===== src/rtl/trace_scheduler.sv =====
// trace_scheduler: timestamped request FIFO that releases each head entry once the cycle counter reaches its time
module trace_scheduler #(
    parameter int ADDRESS_WIDTH = 33,
    parameter int TIME_WIDTH    = 64,
    parameter int DEPTH         = 8,
    parameter int OP_WIDTH      = 2,
    parameter int LATE_WIDTH    = 16
) (
    input  logic                       clk,
    input  logic                       rst_n,
    input  logic                       in_valid,
    output logic                       in_ready,
    input  logic [TIME_WIDTH-1:0]      in_time,
    input  logic [OP_WIDTH-1:0]        in_op,
    input  logic [ADDRESS_WIDTH-1:0]   in_addr,
    output logic                       out_valid,
    input  logic                       out_ready,
    output logic [OP_WIDTH-1:0]        out_op,
    output logic [ADDRESS_WIDTH-1:0]   out_addr,
    output logic [TIME_WIDTH-1:0]      out_time,
    output logic [TIME_WIDTH-1:0]      cycle,
    output logic [$clog2(DEPTH):0]     count,
    output logic [LATE_WIDTH-1:0]      late_count,
    output logic                       order_err
);
    localparam int PW = $clog2(DEPTH);
    localparam int CW = PW + 1;

    logic [OP_WIDTH-1:0]      op_mem   [DEPTH];
    logic [ADDRESS_WIDTH-1:0] addr_mem [DEPTH];
    logic [TIME_WIDTH-1:0]    time_mem [DEPTH];
    logic [PW-1:0]            head, tail;
    logic [TIME_WIDTH-1:0]    last_time, store_time, head_time;
    logic                     push, pop, early, late_hit;

    assign head_time  = time_mem[head];
    assign in_ready   = rst_n && (count < CW'(DEPTH));
    assign out_valid  = rst_n && (count != '0) && (head_time <= cycle);
    assign push       = in_valid && in_ready;
    assign pop        = out_valid && out_ready;
    assign early      = in_time < last_time;
    // Out-of-order arrivals are clamped so stored times never decrease.
    assign store_time = early ? last_time : in_time;
    assign late_hit   = pop && (cycle > head_time) && (late_count != '1);
    assign out_op     = out_valid ? op_mem[head]   : '0;
    assign out_addr   = out_valid ? addr_mem[head] : '0;
    assign out_time   = out_valid ? head_time      : '0;

    always_ff @(posedge clk) begin
        if (!rst_n) begin
            cycle      <= '0;
            count      <= '0;
            head       <= '0;
            tail       <= '0;
            late_count <= '0;
            order_err  <= 1'b0;
            last_time  <= '0;
        end else begin
            cycle <= cycle + 1'b1;
            count <= count + CW'(push) - CW'(pop);
            if (push) begin
                tail      <= tail + 1'b1;
                last_time <= store_time;
                order_err <= order_err | early;
            end
            if (pop)
                head <= head + 1'b1;
            if (late_hit)
                late_count <= late_count + 1'b1;
        end
    end

    always_ff @(posedge clk) begin
        if (push) begin
            op_mem[tail]   <= in_op;
            addr_mem[tail] <= in_addr;
            time_mem[tail] <= store_time;
        end
    end
endmodule


===== config.mk =====
export PLATFORM = sky130hd
export DESIGN_NAME = trace_scheduler
export DESIGN_NICKNAME = d
export VERILOG_FILES = /design/src/rtl/trace_scheduler.sv
export SDC_FILE = /design/constraint.sdc
export NUM_CORES = 1
export LEC_CHECK = 0
export ABC_AREA = 1
export BUFFER_PORTS_ARGS = -buffer_cell sky130_fd_sc_hd__buf_2
export CAP_MARGIN = 5
export CORE_AREA = 5 5 314 316
export DETAILED_ROUTE_END_ITERATION = 8
export DIE_AREA = 0 0 319 321
export SLEW_MARGIN = 20
export SYNTH_ARGS = -nofsm -noshare
export SYNTH_HDL_FRONTEND = slang
export SYNTH_SLANG_ARGS = --single-unit

===== constraint.sdc =====
create_clock -name clk -period 7.15 [get_ports clk]
set_input_delay 0 -clock clk [delete_from_list [all_inputs] [get_ports clk]]
set_output_delay 0 -clock clk [all_outputs]
set_load 0.03 [all_outputs]

; ---- After elaboration in Yosys (flattened, before gate mapping)
; Memories as Yosys holds them, arrays and structs flattened. A register that Yosys moved wholly into a read port is not among the register bits.
; Index checks and enable logic that the tools add are counted.
[classes]
n_eq_ne = 1
order_cmp = 4
bitwise = 1
add_sub_neg = 6
muxes = 12
n_reduce_logical = 8
[op_table]
columns = operator, count
row1 = 64-bit 2-to-1 mux, 2
row2 = 64-bit by 1-bit adder with 64-bit output (second input constant), 1
row3 = 64-bit > comparator, 1
row4 = 64-bit less-or-equal comparator, 1
row5 = 64-bit less-than comparator, 1
row6 = 33-bit 2-to-1 mux, 1
row7 = 3-bit 2-to-1 mux, 6
row8 = 16-bit by 1-bit adder with 16-bit output (second input constant), 1
row9 = 16-bit != test (second input constant), 1
row10 = 1-bit logical AND, 7
row11 = 3-bit by 1-bit adder with 3-bit output (second input constant), 2
row12 = 4-bit by 1-bit adder with 4-bit output, 1
row13 = 4-bit less-than comparator (second input constant), 1
row14 = 4-bit nonzero test, 1
row15 = 4-bit by 1-bit subtractor with 4-bit output, 1
row16 = 1-bit 2-to-1 mux, 2
row17 = 2-bit 2-to-1 mux, 1
row18 = 1-bit bitwise OR, 1
[totals]
out_inout_bits = 186
mem_bits_rw = 792
elab_cells = 42
memories = 3
register_bits = 155
[mem_list]
columns = name, depth, width, read_ports, rd_ports_with_merged_regs, write_ports, line_no
row1 = time_mem, 8, 64, 1, 1, 1, 31  ; logic [TIME_WIDTH-1:0] time_mem [DEPTH];
row2 = addr_mem, 8, 33, 1, 1, 1, 30  ; logic [ADDRESS_WIDTH-1:0] addr_mem [DEPTH];
row3 = op_mem, 8, 2, 1, 1, 1, 29  ; logic [OP_WIDTH-1:0] op_mem [DEPTH];

; ---- Logic depth before layout (Yosys ltp)
; Gate-level depths: netlist (run 1).
[depth]
ltp_word = 6
depth_mapped = 35
ltp_nobuf = 31

; ---- Worst setup path after synthesis (run 1)
; OpenSTA, ideal clock, no wires.
[synth_path]
path_kind = register -> register
start = reg count[3]
end = mem addr_mem[0][0], enable pin
path_buffers = 1
slack_ps = 881
required_ps = 6592
setup_ps = 558
period_less_slack_ps = 6269
stages_incl_launch_ff = 7
arrival_ps = 5711
path_cell_list = dfxtp_1 -> nor2_1 -> nand2_1 -> inv_1 -> buf_2 -> nand2_1 -> nor2_1
[synth_via]
elab_chain_len = 5
[synth_lines]
columns = item, line_no
row1 = start: declaration, 22  ; output logic [$clog2(DEPTH):0] count,
row2 = start signal: assignment, 60  ; count <= count + CW'(push) - CW'(pop);
row3 = 4-bit less-than comparator, 37  ; assign in_ready = rst_n && (count < CW'(DEPTH));
row4 = 1-bit logical AND, 37
row5 = via in_ready, 12  ; output logic in_ready,
row6 = 1-bit logical AND, 39  ; assign push = in_valid && in_ready;
row7 = 1-bit 2-to-1 mux, 74  ; if (push) begin
row8 = 1-bit 2-to-1 mux (not written as such), 76  ; addr_mem[tail] <= in_addr;
row9 = end: declaration, 30
; The timed path passes the listed nets, and every way through them passes these cells.

==> results of run 1 <==
## critical path, stage by stage, from the launching register on
cell	delay (ns)
dfxtp_4	0.51
inv_6	0.64
buf_4	0.69
o21ai_0	0.18
o221ai_1	0.17
o21ai_0	0.32
ha_1	0.42
a21oi_1	0.13
o21ai_0	0.09
nand2_1	0.07
nand2_1	0.05
nand2_1	0.05
nand2_1	0.05
a21oi_1	0.36
nand3_1	0.20
nand2_4	0.10
buf_4	0.63
a21oi_1	0.32
buf_2	0.28
## logic make-up (layout without fill, tap and decap cells)
group | after synthesis | after routing | share of synthesized area
AO/OA/AOI/OAI | 871 | 871 | 0.121
XOR/XNOR | 20 | 20 | 0.00420
adder cells (fa/ha/maj) | 137 | 137 | 0.0413
buffers and inverters | 482 | 893 | 0.0448
flip-flops | 950 | 950 | 0.646
AND/OR/NAND/NOR | 1430 | 1430 | 0.143
## metrics by stage
step / cell area, µm² / util / worst slack, ns
global placement: 44400 / 0.464 / 1.60
finish: 48900 / 0.511 / 1.13
CTS: 48900 / 0.511 / 0.986
detailed placement: 44400 / 0.464 / 1.55
global route: 48900 / 0.511 / 0.689
floorplan: 41700 / - / 0.881
## final timing paths
check	from	end
worst max-delay path	flip-flop	out_time[0]
worst min-delay path	in_op[0]	op_mem[0][0]
worst max register to register	flip-flop	count[2]
worst min register to register	late_count[15]	late_count[15]
## repair_timing
item / in CTS / in global routing
buffers inserted: 0 / 0
hold buffers: 101 / 0
endpoints found under the setup margin: 0 / 0
endpoints found under the hold margin: 899 / 0
## power breakdown
group / total (mW) / switching [mW] / internal, mW
Clock: 5.39 / 2.22 / 3.17
Sequential: 6.49 / 0.0640 / 6.43
Combinational: 1.34 / 0.984 / 0.352
Total: 13.2 / 3.27 / 9.95
## layer usage
| metal | vias up | wire, µm |
|---|---|---|
| met5 | - | 0 |
| met4 | 0 | 3190 |
| met3 | 153 | 6770 |
| met2 | 916 | 57400 |
| met1 | 14900 | 49800 |
| li1 | 14500 | - |
## cells in the final DEF, fill, tap and decap left out, types with 4 or more instances in the layout
| cell | count |
|---|---|
| xnor2_1 | 5 |
| clkbuf_1 | 22 |
| o22ai_1 | 100 |
| clkinv_1 | 14 |
| dfxtp_1 | 155 |
| bufinv_16 | 10 |
| o21a_1 | 11 |
| nor3_2 | 6 |
| nor2_2 | 9 |
| edfxtp_1 | 792 |
| nor2_4 | 12 |
| buf_12 | 8 |
| o21ai_0 | 487 |
| clkbuf_16 | 103 |
| buf_4 | 36 |
| xor2_1 | 15 |
| a32o_1 | 35 |
| clkbuf_8 | 13 |
| inv_2 | 10 |
| nand2_1 | 532 |
| a21oi_1 | 126 |
| nand4_1 | 26 |
| dlygate4sd3_1 | 101 |
| ha_1 | 136 |
| nor3_1 | 47 |
| inv_1 | 255 |
| buf_2 | 288 |
| o221ai_1 | 64 |
| nor4_1 | 19 |
| a211oi_1 | 37 |
| nor2_1 | 586 |
| nand2_2 | 6 |
| nand3_2 | 4 |
| and3_1 | 7 |
| nand3_1 | 162 |
| clkinv_2 | 16 |
## state kept, by name, summed over array words and instances (netlist names), named ones only
name,flops
late_count,16
count,4
head,3
addr_mem,264
op_mem,16
order_err,1
time_mem,512
tail,3
cycle,64
last_time,64
## layout make-up
cell class	instances	area, µm²	share of cell area
clock inverters	54	622	0.0127
inverters	268	1020	0.0209
repair buffers	433	2880	0.0589
well taps	1276	1600	0.0326
flip-flops and latches	950	27000	0.551
multi-input cells	2458	13000	0.266
clock buffers	138	2840	0.0580
==> impl_results.md, run 1 <==
* FP Rows at 114
* R2R setup slack at 1.58 ns
* CP max FO at 95
* Clock root buffer: clkbuf_16
* Number of synthesized flops with an enable pin at approximately 790
* Die area at 0.102 mm²
* Layout cells sized above 1 at 0.128
* Syn Std Cell Area at around 0.042 mm²
* Worst slew pin tran at a little over 1 ns
* Category of the most critical setup path: flip-flop to primary output
* Clk sink count at 950
* Fmax at 166 MHz
* Fin cells at 5577
* ANT cells at 0
* Worst Setup Start Kind: flip-flop
* WHS at 0.124 ns
* Initial Utilization at 0.436
* DR vias at 30500
* GRT overflow at 0
* Post-Syn Instances at between 3000 and 4000
* Top post-synthesis cells by area: edfxtp_1 57%, dfxtp_1 7.6%, o21ai_0 5.8%
* GR Layer Usage met1 at 0.294
* Layout Skew at 0.0471 ns
* Synth top cells by count: 792 x edfxtp_1, 595 x nor2_1, 536 x nand2_1
* Synth Flop Type: edfxtp_1
* Syn avg cell area at 10.7 µm²
* CTS tree: done
* Routed wire length per instance at 21.0 µm
* Min-Delay Path Class: input pin to flip-flop
* # H-tree levels at 3
* Yosys reg bits at 950
* Routed wire length at about 120000 µm
* Synth top area share at 0.570
* Status: finished, final reports clean
* Fillcell total at 8503
* Global-route wire length before repair at ~180000 µm
* Ratio of final minimum period to clock period at 0.842
* Power Dens Cells at around 270 mW/mm²
* Vias in the first global route at ~29000
* Hpwl dp at 70100 µm
* GRT busiest layer: met2
* Placed cells at 5284
* Synth cell types at 48
* Final #Nets at around 4500
* Routing usage on met3 at 0.0298
* Cell type with the highest aggregate area in the netlist: edfxtp_1
* Fin crit period at 6.02 ns
* Final setup violation count at 0
* Worst rel slew slack at 0.302
* Largest net degree at the start of global routing at around 220
* MaxCap Viol Count at 0
* Power Total at roughly 13 mW
* # resized after CTS at 0
* M2 GR Usage at 0.379
* Num ports at 289
* Worst Path Arrival at 6.02 ns
* Clk_lat worst skew at 0.69 ns
* Initial antenna violation count at 0
* Hold depth at 2
* Element type at the critical path end: primary output
* Final slew viol count at 0
* Syn nets at 4130
* Setup TNS at 0 ns
* Layout area overhead at 17.2%
* Most frequent cell after synthesis: edfxtp_1
* R2R depth at 25
* Seq/Total Area, Yosys at 0.646
* DRC viols at 0
* Starting DRC count in detailed routing at 2570
* CTS buffer count at approximately 100
* PortBufs at 288
* Horiz. Die Dim at 319 µm
* CP Data Required Time at 7.15 ns
* YS warnings at 0
* Static leakage at 18.6 nW
* Post-route ant nets at 0
* DR vias/cell at 5.46
* Async set-or-reset flop fraction in the synthesized netlist at 0
* Clock tree buffer depth at 3
* Unrepaired setup endpoints after global routing: false
* VDD IR max at 0.180 mV
* Final Hold Fails at 0
* Pre-antenna DRT Iters at 6
* Core Region at 0.0957 mm²
* Overall global routing resource usage at 0.220
* RD Place Congestion at 0.887
* Die Ht at 321 µm
* Worst-path clk slew at 0.06 ns
Note: power is estimated with default switching activity, not from simulation.
==> run 2, diff against run 1 <==
clock period = 5.8 ns   (was 7.15 ns; I/O delays follow)
==> impl_results.md, run 2 (synthesis results as in run 1) <==
* Worst rel slew slack at 0.356 (was 0.302)
* GRT overflow at 0 (unchanged)
* Capture point of the worst reg-to-reg path: count[2] (unchanged)
* Post-route ant nets at 0 (unchanged)
* FF+latch area at 0.0270 mm² (unchanged)
* Die area at 0.102 mm² (unchanged)
* Most frequent cells in the layout: 792 x edfxtp_1, 586 x nor2_1, 532 x nand2_1 (unchanged)
* Final slew viol count at 0 (unchanged)
* Die Ht at 321 µm (unchanged)
* Horiz. Die Dim at 319 µm (unchanged)
* Largest registers: time_mem (512), addr_mem (264) (unchanged)
* PortBufs at 288 (unchanged)
* Layout cells sized above 1 at 0.131 (was 0.128)
* Overall global routing resource usage at 0.221 (was 0.220)
* Clock root buffer: clkbuf_16 (unchanged)
* Post-route cell area at 0.0492 mm² (was 0.0489 mm²)
* Power Dens Cells at 335 mW/mm² (was 270 mW/mm²)
* Final Hold Fails at 0 (unchanged)
* Fmax at 188 MHz
* Core Region at 0.0957 mm² (unchanged)
* DR vias at 30500 (about the same)
* Pre-antenna DRT Iters at 5 (was 6)
* CTS tree: done (unchanged)
* DRC viols at 0 (unchanged)
* Clk_lat worst skew at 0.68 ns (was 0.69 ns)
* Min-Delay Path Class: input pin to flip-flop (unchanged)
* Ratio of final minimum period to clock period at 0.917
* Clk sink count at 950 (unchanged)
* Layout Skew at 0.0250 ns (was 0.0471 ns)
* Category of the most critical setup path: flip-flop to primary output (unchanged)
* Max FFs per register at 512 (unchanged)
* RD Place Congestion at 0.906 (was 0.887)
* Largest register by flop count: time_mem (unchanged)
* Final #Nets at 4474 (was 4453)
* Initial Utilization at 0.436 (unchanged)
* Initial antenna violation count at 2 (was 0)
* Routed wire length at 116000 µm (was 117000 µm)
* Setup TNS at 0 ns (unchanged)
* Status: finished, final reports clean (unchanged)
* Worst Setup Start Kind: flip-flop (unchanged)
* Hpwl dp at 70700 µm (was 70100 µm)
* CTS buffer count at 102 (unchanged)
* Worst Path Arrival at 5.32 ns (was 6.02 ns)
* Power Total at 16.5 mW (was 13.2 mW)
* Routed wire length per instance at 20.8 µm (was 21.0 µm)
* FP Rows at 114 (unchanged)
* Clock tree buffer depth at 3 (unchanged)
* Layout area overhead at 17.9% (was 17.2%)
* VDD IR max at 0.224 mV (was 0.180 mV)
* Static leakage at 18.7 nW (was 18.6 nW)
* Fin crit period at 5.32 ns
* Starting DRC count in detailed routing at 2446 (was 2570)
* Final setup violation count at 0 (unchanged)
* Fillcell total at 8435 (was 8503)
* Critical path endpoint: out_addr[25] (was out_time[0])
* Post-DP Area at 0.0447 mm² (was 0.0444 mm²)
* Element type at the critical path end: primary output (unchanged)
* R2R depth at 23 (was 25)
* Final core occ at 0.514 (was 0.511)
* # H-tree levels at 3 (unchanged)
* MaxCap Viol Count at 0 (unchanged)
* R2R setup slack at 0.88 ns (was 1.58 ns)
* Unrepaired setup endpoints after global routing: false (unchanged)
* Num ports at 289 (unchanged)
* Worst-path clk slew at 0.06 ns (about the same)
* Global-route wire length before repair at 177000 µm (about the same)
* Most common cell after layout, fill and taps aside: edfxtp_1 (unchanged)
* Vias in the first global route at 29400 (about the same)
* DR vias/cell at 5.45 (was 5.46)
* CP Data Required Time at 5.80 ns (was 7.15 ns)
* Multi-input logic area at 0.0130 mm² (unchanged)
* CP max FO at 115 (was 95)
* Largest net degree at the start of global routing at 146 (was 217)
* Worst slew pin tran at 0.965 ns (was 1.04 ns)
run 2: critical path, stage by stage (launching register included):
cell,delay [ns]
dfxtp_4,0.37
inv_8,0.46
buf_4,0.39
o21ai_0,0.12
o221ai_1,0.19
o21ai_0,0.25
ha_1,0.37
nand2_1,0.10
nor2_1,0.20
nand3_1,0.11
nor4_1,0.36
a21oi_1,0.23
nand3_1,0.17
nand2_4,0.07
buf_12,0.27
a211oi_1,0.56
buf_2,0.31
run 2: area by class of cell:
class / instances / share of cell area
Clock inverter: 58 / 0.0159
Clock buffer: 132 / 0.0554
Sequential cell: 950 / 0.548
Antenna cell: 1 / 0.0000509
Timing Repair Buffer: 454 / 0.0636
Tap cell: 1276 / 0.0324
Multi-Input combinational cell: 2458 / 0.264
Inverter: 268 / 0.0207
run 2: worst min-delay path by stage:
stage                            endpoint  slack (ns)  cells after the start         from
after detailed placement  addr_mem[6][18]        0.27                      1  in_addr[18]
after floorplan            addr_mem[0][0]         0.1                      0   in_addr[0]
final                             tail[0]        0.07                      5     in_valid
after CTS                         tail[0]        0.04                      5     in_valid
after global routing              tail[0]        0.10                      5     in_valid
after global placement    addr_mem[6][32]        0.27                      1  in_addr[32]
run 2: per-stage QoR:
stage               std cells  setup WS [ns]  hold WS, ns
floorplan                3890         -0.469       0.0989
global placement         5305           1.05        0.272
detailed placement       5305          0.988        0.268
CTS                      5596          0.510       0.0370
global route             5596          0.187        0.104
finish                   5597          0.484       0.0682
run 2: report_power, final:
| part | switching, mW | internal (mW) | leakage (nW) |
|---|---|---|---|
| Clock | 2.72 | 4.09 | 1.71 |
| Sequential | 0.0784 | 7.92 | 8.49 |
| Combinational | 1.22 | 0.448 | 8.51 |
| Total | 4.02 | 12.5 | 18.7 |
run 2: timing repair:
action,CTS,global route
resized for setup,0,0
endpoints found under the hold margin,912,0
buffers inserted,0,0
hold buffers,101,0
run 2: layer usage:
| metal | wire (µm) | up-vias | GRT usage | part of all wire |
|---|---|---|---|---|
| met1 | 50200 | 14800 | 0.295 | 0.43 |
| met5 | 13 | - | 0 | 0.00011 |
| met2 | 55200 | 954 | 0.363 | 0.47 |
| li1 | - | 14500 | - | - |
| met3 | 6550 | 221 | 0.0359 | 0.056 |
| met4 | 4540 | 2 | 0.0901 | 0.039 |
